$ cat config.mk
export PLATFORM = sky130hd
export DESIGN_NAME = pulse_train_gen
export DESIGN_NICKNAME = d
export VERILOG_FILES = /design/src/rtl/pulse_pkg.sv /design/src/rtl/pulse_phase_counter.sv /design/src/rtl/pulse_train_gen.sv
export SDC_FILE = /design/constraint.sdc
export NUM_CORES = 1
export LEC_CHECK = 0
export BUFFER_PORTS_ARGS = -buffer_cell sky130_fd_sc_hd__buf_2
export CORE_AREA = 2 2 127 129
export DETAILED_ROUTE_END_ITERATION = 12
export DIE_AREA = 0 0 129 131
export PLACE_DENSITY_LB_ADDON = 0.1
export SYNTH_ARGS = -nofsm -noshare
export SYNTH_HDL_FRONTEND = slang
export SYNTH_HIERARCHICAL = 1
export SYNTH_SLANG_ARGS = --single-unit
$ cat constraint.sdc
create_clock -name sclk -period 12.4 [get_ports sclk]
set_input_delay 3.72 -clock sclk [delete_from_list [all_inputs] [get_ports sclk]]
set_output_delay 3.72 -clock sclk [all_outputs]
set_load 0.005 [all_outputs]
$ cat src/rtl/pulse_pkg.sv
// Purpose: shared types and constants for the pulse-train generator.
// Latency: n/a (package only).
// Backpressure: n/a.
//
// Contents: FSM state enum, mode encodings, minimum legal period.
package pulse_pkg;

  typedef enum logic [1:0] {
    IDLE   = 2'd0,
    RUN    = 2'd1,
    FINISH = 2'd2
  } state_e;

  localparam logic MODE_CONT  = 1'b0;
  localparam logic MODE_BURST = 1'b1;

  // Smallest period that still leaves one high and one low cycle.
  localparam int MIN_PERIOD = 2;

endpackage

$ cat src/rtl/pulse_phase_counter.sv
// Purpose: phase counter 0..period-1 with wrap flag and next-cycle high flag.
// Latency: phase registered; wrap/high_nxt are combinational from phase and controls.
// Backpressure: none; en simply holds the count when low.
//
// Ports:
//   sclk, nrst      - clock, async active-low reset
//   clr             - force phase to 0 at the next edge (priority over en)
//   en              - advance phase at the next edge
//   period, width   - already-clamped configuration
//   wrap            - current phase is period-1
//   high_nxt        - the phase taking effect at the next edge is < width
module pulse_phase_counter #(
  parameter int CNT_W = 32
) (
  input  logic             sclk,
  input  logic             nrst,
  input  logic             clr,
  input  logic             en,
  input  logic [CNT_W-1:0] period,
  input  logic [CNT_W-1:0] width,
  output logic             wrap,
  output logic             high_nxt
);

  logic [CNT_W-1:0] phase;
  logic [CNT_W-1:0] phase_nxt;

  assign wrap = (phase == period - CNT_W'(1));

  always_comb begin
    phase_nxt = phase;
    if (clr) begin
      phase_nxt = '0;
    end else if (en) begin
      phase_nxt = wrap ? '0 : phase + CNT_W'(1);
    end
  end

  // Evaluated on the upcoming phase so that a registered pulse_out lines up
  // with the phase value it belongs to.
  assign high_nxt = (phase_nxt < width);

  always_ff @(posedge sclk or negedge nrst) begin
    if (!nrst) begin
      phase <= '0;
    end else begin
      phase <= phase_nxt;
    end
  end

endmodule

$ cat src/rtl/pulse_train_gen.sv
// Purpose: programmable pulse-train generator, continuous or counted burst.
// Latency: first pulse_out high in the cycle after the accepting edge; all outputs registered.
// Backpressure: none; start is only honoured in IDLE, stop aborts from any state.
//
// Ports:
//   sclk, nrst                 - clock, async active-low reset
//   start, stop                - begin / abort a train (stop wins)
//   mode                       - 0 continuous, 1 burst
//   period, width, burst_len   - configuration, latched on an accepted start
//   pulse_out, busy, done      - registered pulse train and status
//   pulse_cnt                  - pulses emitted in the current or last train
module pulse_train_gen
  import pulse_pkg::*;
#(
  parameter int CNT_W   = 32,
  parameter int BURST_W = 16
) (
  input  logic               sclk,
  input  logic               nrst,
  input  logic               start,
  input  logic               stop,
  input  logic               mode,
  input  logic [CNT_W-1:0]   period,
  input  logic [CNT_W-1:0]   width,
  input  logic [BURST_W-1:0] burst_len,
  output logic               pulse_out,
  output logic               busy,
  output logic               done,
  output logic [BURST_W-1:0] pulse_cnt
);

  state_e state_q, state_d;

  logic               mode_q;
  logic [CNT_W-1:0]   period_q;
  logic [CNT_W-1:0]   width_q;
  logic [BURST_W-1:0] burst_len_q;

  logic [CNT_W-1:0]   period_c;
  logic [CNT_W-1:0]   width_c;

  logic               pulse_out_d;
  logic               busy_d;
  logic               done_d;
  logic [BURST_W-1:0] pulse_cnt_d;
  logic               latch_en;
  logic               ctr_clr;
  logic               ctr_en;
  logic               wrap;
  logic               high_nxt;

  // Clamp so every pulse has at least one high and one low cycle.
  always_comb begin
    period_c = (period < CNT_W'(MIN_PERIOD)) ? CNT_W'(MIN_PERIOD) : period;
    width_c  = width;
    if (width == '0) begin
      width_c = CNT_W'(1);
    end
    if (width_c >= period_c) begin
      width_c = period_c - CNT_W'(1);
    end
  end

  pulse_phase_counter #(
    .CNT_W (CNT_W)
  ) u_phase (
    .sclk     (sclk),
    .nrst     (nrst),
    .clr      (ctr_clr),
    .en       (ctr_en),
    .period   (period_q),
    .width    (width_q),
    .wrap     (wrap),
    .high_nxt (high_nxt)
  );

  always_comb begin
    state_d     = state_q;
    pulse_out_d = 1'b0;
    busy_d      = 1'b0;
    done_d      = 1'b0;
    pulse_cnt_d = pulse_cnt;
    latch_en    = 1'b0;
    ctr_clr     = 1'b0;
    ctr_en      = 1'b0;

    unique case (state_q)
      IDLE: begin
        if (start && !stop) begin
          latch_en    = 1'b1;
          ctr_clr     = 1'b1;
          pulse_cnt_d = '0;
          if (mode == MODE_BURST && burst_len == '0) begin
            state_d = FINISH;
            done_d  = 1'b1;
          end else begin
            // Phase 0 of the first pulse is issued right away; clamped width >= 1.
            state_d     = RUN;
            busy_d      = 1'b1;
            pulse_out_d = 1'b1;
            pulse_cnt_d = BURST_W'(1);
          end
        end
      end

      RUN: begin
        if (stop) begin
          state_d = IDLE;
        end else if (wrap && mode_q == MODE_BURST && pulse_cnt == burst_len_q) begin
          // Last pulse has finished its full low phase.
          state_d = FINISH;
          done_d  = 1'b1;
        end else begin
          ctr_en      = 1'b1;
          busy_d      = 1'b1;
          pulse_out_d = high_nxt;
          if (wrap) begin
            pulse_cnt_d = pulse_cnt + BURST_W'(1);
          end
        end
      end

      FINISH: begin
        state_d = IDLE;
      end

      default: begin
        state_d = IDLE;
      end
    endcase
  end

  always_ff @(posedge sclk or negedge nrst) begin
    if (!nrst) begin
      state_q   <= IDLE;
      pulse_out <= 1'b0;
      busy      <= 1'b0;
      done      <= 1'b0;
      pulse_cnt <= '0;
    end else begin
      state_q   <= state_d;
      pulse_out <= pulse_out_d;
      busy      <= busy_d;
      done      <= done_d;
      pulse_cnt <= pulse_cnt_d;
    end
  end

  always_ff @(posedge sclk or negedge nrst) begin
    if (!nrst) begin
      mode_q      <= MODE_CONT;
      period_q    <= '0;
      width_q     <= '0;
      burst_len_q <= '0;
    end else if (latch_en) begin
      mode_q      <= mode;
      period_q    <= period_c;
      width_q     <= width_c;
      burst_len_q <= burst_len;
    end
  end

endmodule
# After elaboration in Yosys (flattened, before gate mapping)
# Index checks and enable logic that the tools add are counted.
[classes]
addsub = 4
n_lt_le_gt_ge = 3
reduce_logical = 11
mux = 33
n_eq_ne = 8
[op_table]
columns = ["operator", "n"]
rows = [
  ["two-way mux 32 bit", 6],
  ["two-way mux 16 bit", 4],
  ["subtractor 32 x 1 -> 32 bit (second input constant)", 2],
  ["adder 32 x 1 -> 32 bit (second input constant)", 1],
  ["equality test 32 bit", 1],
  ["greater-or-equal comparator 32 bit", 1],
  ["zero test 32 bit", 1],
  ["less-than comparator 32 x 2 -> 1 bit (second input constant)", 1],
  ["less-than comparator 32 bit", 1],
  ["one-hot mux 16 bit (2 select lines)", 1],
  ["adder 16 x 1 -> 16 bit (second input constant)", 1],
  ["equality test 16 bit", 1],
  ["zero test 16 bit", 1],
  ["two-way mux 1 bit", 14],
  ["two-way mux 2 bit", 4],
  ["inequality test 2 bit (second input constant)", 3],
  ["one-hot mux 1 bit (2 select lines)", 3],
  ["AND reduction 5 bit", 1],
  ["logical AND 1 bit", 4],
  ["one-hot mux 2 bit (2 select lines)", 1],
  ["inequality test 3 bit (second input constant)", 1],
  ["equality test 2 x 1 -> 1 bit (second input constant)", 1],
  ["zero test 2 bit", 1],
  ["inequality test 2 x 1 -> 1 bit (second input constant)", 1],
  ["3 further kinds", 3],
]
[word_totals]
out_inout_bits = 19
elab_cells = 69
regBits = 134
inputBits = 85

# Logic depth before layout (Yosys ltp)
[logic_depth]
depth_word = 13
ltp_mapped = 33
ltp_nobuf = 32

# Modules after synthesis
# Netlist, hierarchy kept.
[modules_own_cells]
columns = ["module", "instances", "seq_area_each_um2", "cells_each", "area_each_um2"]
rows = [
  ["pulse_train_gen", 1, 2552.4, 697, 6262.3],
  ["pulse_phase_counter", 1, 800.8, 442, 3672.3],
]

# Worst setup path after synthesis
# Ideal clock, no wire load.
[synth_path]
path_kind = "input -> register"
from = "input stop"
to = "register pulse_out"
path_buffers = 0
setup_slack_ns = 5.058
required_time_ns = 12.317
setup_ns = 0.083
stages = 21
arrival_time_ns = 7.259
path_cell_list = "nor3b_1 -> nand2b_1 -> inv_1 -> and4_1 -> nand4_1 -> nor2_1 -> nand2_1 -> nor3_1 -> nand4_1 -> xor2_1 -> nor2_2 -> ha_1 -> a21o_1 -> a21o_1 -> a21oi_1 -> o21ai_0 -> nor3_1 -> o211ai_1 -> a21oi_1 -> inv_1 -> o21ai_0"
[synth_via]
word_cells_on_any_way = 13
cone_classes = "order compare: 1; mux: 10; reduce/logical: 2"
[synth_lines]
columns = ["item", "line", "text"]
rows = [
  ["start, declared", "pulse_train_gen.sv:21", "input logic stop,"],
  ["two-way mux 1 bit", "pulse_train_gen.sv:107", "if (stop) begin"],
  ["two-way mux 1 bit", "pulse_train_gen.sv:87", "unique case (state_q)"],
  ["via ctr_en", "pulse_train_gen.sv:48", "logic ctr_en;"],
  ["two-way mux 32 bit", "pulse_phase_counter.sv:34", "end else if (en) begin"],
  ["two-way mux 32 bit", "pulse_phase_counter.sv:32", "if (clr) begin"],
  ["via u_phase.phase_nxt[29]", "pulse_phase_counter.sv:26", "logic [CNT_W-1:0] phase_nxt;"],
  ["less-than comparator 32 bit", "pulse_phase_counter.sv:41", "assign high_nxt = (phase_nxt < width);"],
  ["via high_nxt", "pulse_train_gen.sv:50", "logic high_nxt;"],
  ["two-way mux 1 bit", "pulse_train_gen.sv:109", "end else if (wrap && mode_q == MODE_BURST && pulse_cnt == burst_len_q) begin"],
  ["two-way mux 1 bit", "pulse_train_gen.sv:107", ""],
  ["one-hot mux 1 bit (2 select lines)", "pulse_train_gen.sv:87", ""],
  ["via pulse_out_d", "pulse_train_gen.sv:42", "logic pulse_out_d;"],
  ["end signal, assigned", "pulse_train_gen.sv:142", "pulse_out <= pulse_out_d;"],
  ["end, declared", "pulse_train_gen.sv:26", "output logic pulse_out,"],
]
# The timed path passes the listed nets, and every way through them passes these cells.
# A chain may end at the register's enable or synchronous reset.

# Final worst setup path
# Ends and elaborated chain as after synthesis.

==> run_results.csv <==
group,metric,value,unit
cts,cts_setup_buffers,0,
cts,cts_tree,"built",
sta,max_freq,128,MHz
sta,period_share,0.631,
floorplan,die_w,129,um
critical_path,max_stage_delay,0.52,ns
logic_synthesis,avgSynthCellArea,8.72,sq um
logic_synthesis,synth_cell_types,87,
logic_synthesis,yosys.area.top_type,"dfrtp_1",
sta,fin_tns_setup,0,ns
power,power_switching,0.482,mW
critical_path,worstPathArrival,8.16,ns
placed_design,dp.cells,1386,
critical_path,end_kind,"flip-flop",
placed_design,place_area,10400,sq um
power,combPwrFrac,0.241,
cells_and_area,design_area,11000,sq um
power,p_leak,5.09,nW
logic_synthesis,syn_nets,1291,
cts,cts_sinks,134,
critical_path,cp-startpoint,"stop",
logic_synthesis,syn-instance-count,1139,
power,powerDensity,127,nW/um^2
power,fin_total_pwr,1.40,mW
route,antenna_left,0,
power,p_seq_frac,0.409,
logic_synthesis,synth-async-reset-ratio,1.00,
logic_synthesis,synthTopCellsByCount,"nand2_1, dfrtp_1, xnor2_1, inv_1, ha_1",
critical_path,path_cells,"buf_2 > nor3b_1 > nand2b_1 > inv_1 > and4_1 > nand4_1 > nor2_1 > nand2_1 > nor3_1 > nand4_1 > xor2_1 > nor2_2 > ha_1 > a21o_1 > a21o_1 > a21oi_1 > o21ai_0 > o21bai_1 > nand3_1 > a31oi_1 > a21oi_1 > inv_1 > o21ai_0",
global_route,grt_use_total,0.330,
floorplan,io_pins,104,
route,via_count,8776,
critical_path,r2r-start,"period_q[0]",
cells_and_area,fillers,1300,
critical_path,critPathBufInv,3,
cts,hold_buffers,0,
global_route,grt_overflow,0,
placed_design,portBuffers,103,
hold_path,hold_start,"width_q[18]",
placed_design,place_ws,4.18,ns
route,vias_per_cell,6.19,
logic_synthesis,ys_seq_area_frac,0.338,
floorplan,die_h,131,um
critical_path,critPathKind,"in -> reg",
placed_design,gp_congestion,0.927,
logic_synthesis,synth_edf_count,0,
sta,relSlewSlack,0.240,
power,clock_power_share,0.350,
global_route,grt_max_degree,79,
sta,slew_violations,0,
cells_and_area,drive_above_1_share,0.176,
sta,rsz0062_at_grt,"no",
critical_path,path_max_fanout,6,
power,intPower,0.922,mW
logic_synthesis,synthFlopType,"dfrtp_1",
global_route,antenna_found_initial,0,
logic_synthesis,synthTopCellsByArea,"dfrtp_1, ha_1, xnor2_1, nand2_1, xor2_1",
route,firstDrtPassIters,5,
route,wire_per_inst,18.9,um
sta,worstMarginPinSlew,1.13,ns
floorplan,die_area,16900,sq um
job,cap_violations,0,
logic_synthesis,synth_warnings,6,
cells_and_area,diodes,0,
cts,clockBufferDepth,2,
cts,clock_latency,0.42,ns
critical_path,worst_ep_required_time,12.74,ns
logic_synthesis,synth_area,9930,sq um
route,finalWirelength,26900,um
critical_path,rrSetupSlack,5.12,ns
route,route.detailed.drc,0,
status,status,"completed",
sta,fin_skew,0.00822,ns
cts,htree_levels,4,
cts,clkTransAtPathRegs,0.06,ns
power,swShare,0.343,
placed_design,dp_hpwl,20600,um
hold_path,hold_class,"reg -> reg",
floorplan,core_area,15600,sq um
cells_and_area,area_delta_synth_final,10.8,%
critical_path,cp-start-kind,"primary input",
cells_and_area,stdcell_count,1418,
cts,cts_buffers,17,
sta,setup_violations,0,
logic_synthesis,synth_top_area_share,0.338,
floorplan,start_util,0.637,
floorplan,rows,46,
global_route,grt_pass1_wl,42900,um
logic_synthesis,ys_ff_latch,134,
critical_path,cpLargestDelayFamily,"simple AND/OR/NAND/NOR gates",
cells_and_area,nets,1341,
critical_path,critPathSlowestCell,"nor3b_1",
sta,hold_violations,0,
power,irDropWorstVdd,96.2,uV
sta,timing.final.crit_period,7.82,ns
route,drt_iter0_drc,784,
cts,cts_resized,0,
cts,cts_root_buf,"clkbuf_16",
sta,finalWorstSetupSlack,4.58,ns
global_route,grt_pass1_vias,8015,
logic_synthesis,yosysMostFrequentCell,"nand2_1",
==> kinds of logic after synthesis <==
family,share of synthesized area
mux,0.00302
flops,0.338
buf+inv,0.0640
simple gates,0.255
xor+xnor,0.117
fa+ha+maj,0.0844
compound gates,0.139
==> power by group through the flow <==
stage / clock network (mW) / registers (mW) / logic [mW]
3_3_place_gp: 0 / 0.576 / 0.325
6_report: 0.491 / 0.575 / 0.338
3_5_place_dp: 0 / 0.579 / 0.331
2_1_floorplan: 0 / 0.546 / 0.247
5_1_grt: 0.515 / 0.581 / 0.379
4_1_cts: 0.494 / 0.571 / 0.335
==> metrics by stage <==
stage / utilization / hold slack [ns]
global route: 0.706 / 0.515
CTS: 0.706 / 0.499
global placement: 0.669 / 0.474
detailed placement: 0.669 / 0.476
finish: 0.706 / 0.495
floorplan: - / 0.445
==> worst paths after layout <==
check	end	cells after the start
setup / recovery	pulse_out	23
hold / removal	width_q[18]	2
setup reg to reg	pulse_out	32
hold reg to reg	width_q[18]	2
max in group asynchronous	burst_len_q[2]	2
min in group asynchronous	u_phase/phase[2]	1
==> layout by cell type (no fill, tap or decap), types with 5 or more instances in the layout <==
cell type and instances:
a211oi_1 17, a21o_1 17, a21oi_1 18, a21oi_2 5, a31oi_1 5, a41oi_1 10, and2_1 12, and3_1 13
and4_1 8, buf_2 102, buf_4 7, clkbuf_16 17, dfrtp_1 134, ha_1 67, inv_1 73, nand2_1 143
nand2b_1 9, nand3_1 27, nand4_1 52, nor2_1 62, nor2_2 31, nor2b_1 5, nor3_1 27, nor4_1 32
o211ai_1 7, o21ai_0 43, o311ai_1 13, o31ai_1 9, or3_1 6, xnor2_1 77, xor2_1 53
==> routing by layer <==
metal / GRT usage / part of all wire
met5: 0 / 0
met4: 0.0812 / 0.015
met3: 0.0537 / 0.082
met2: 0.455 / 0.42
met1: 0.533 / 0.49
==> worst register-to-register path, delay by kind of cell, from the launching register on <==
| kind | cells | cell delay, ns |
|---|---|---|
| AOI/OAI and AO/OA | 9 | 1.23 |
| buffers and inverters | 3 | 0.33 |
| adders and majority gates | 2 | 0.67 |
| DFF | 1 | 0.49 |
| xor gates and xnor gates | 1 | 0.19 |
| and+or+nand+nor | 17 | 4.30 |
==> registers in the layout, indices dropped and copies added, names as in the netlist <==
signal / count
u_phase/phase: 32
done: 1
busy: 1
pulse_cnt: 16
burst_len_q: 16
state_q: 2
width_q: 32
pulse_out: 1
period_q: 32
mode_q: 1
==> final cells by class <==
class                      count  area [sq um]  share of cell area
clock inverter                14           143              0.0130
inverter                      75           282              0.0256
sequential                   134          3350               0.305
multi-input combinational    851          5950               0.540
timing repair buffer         110           574              0.0522
tap                          216           270              0.0245
clock buffer                  18           439              0.0399
Power figures use the tool's default switching activity.
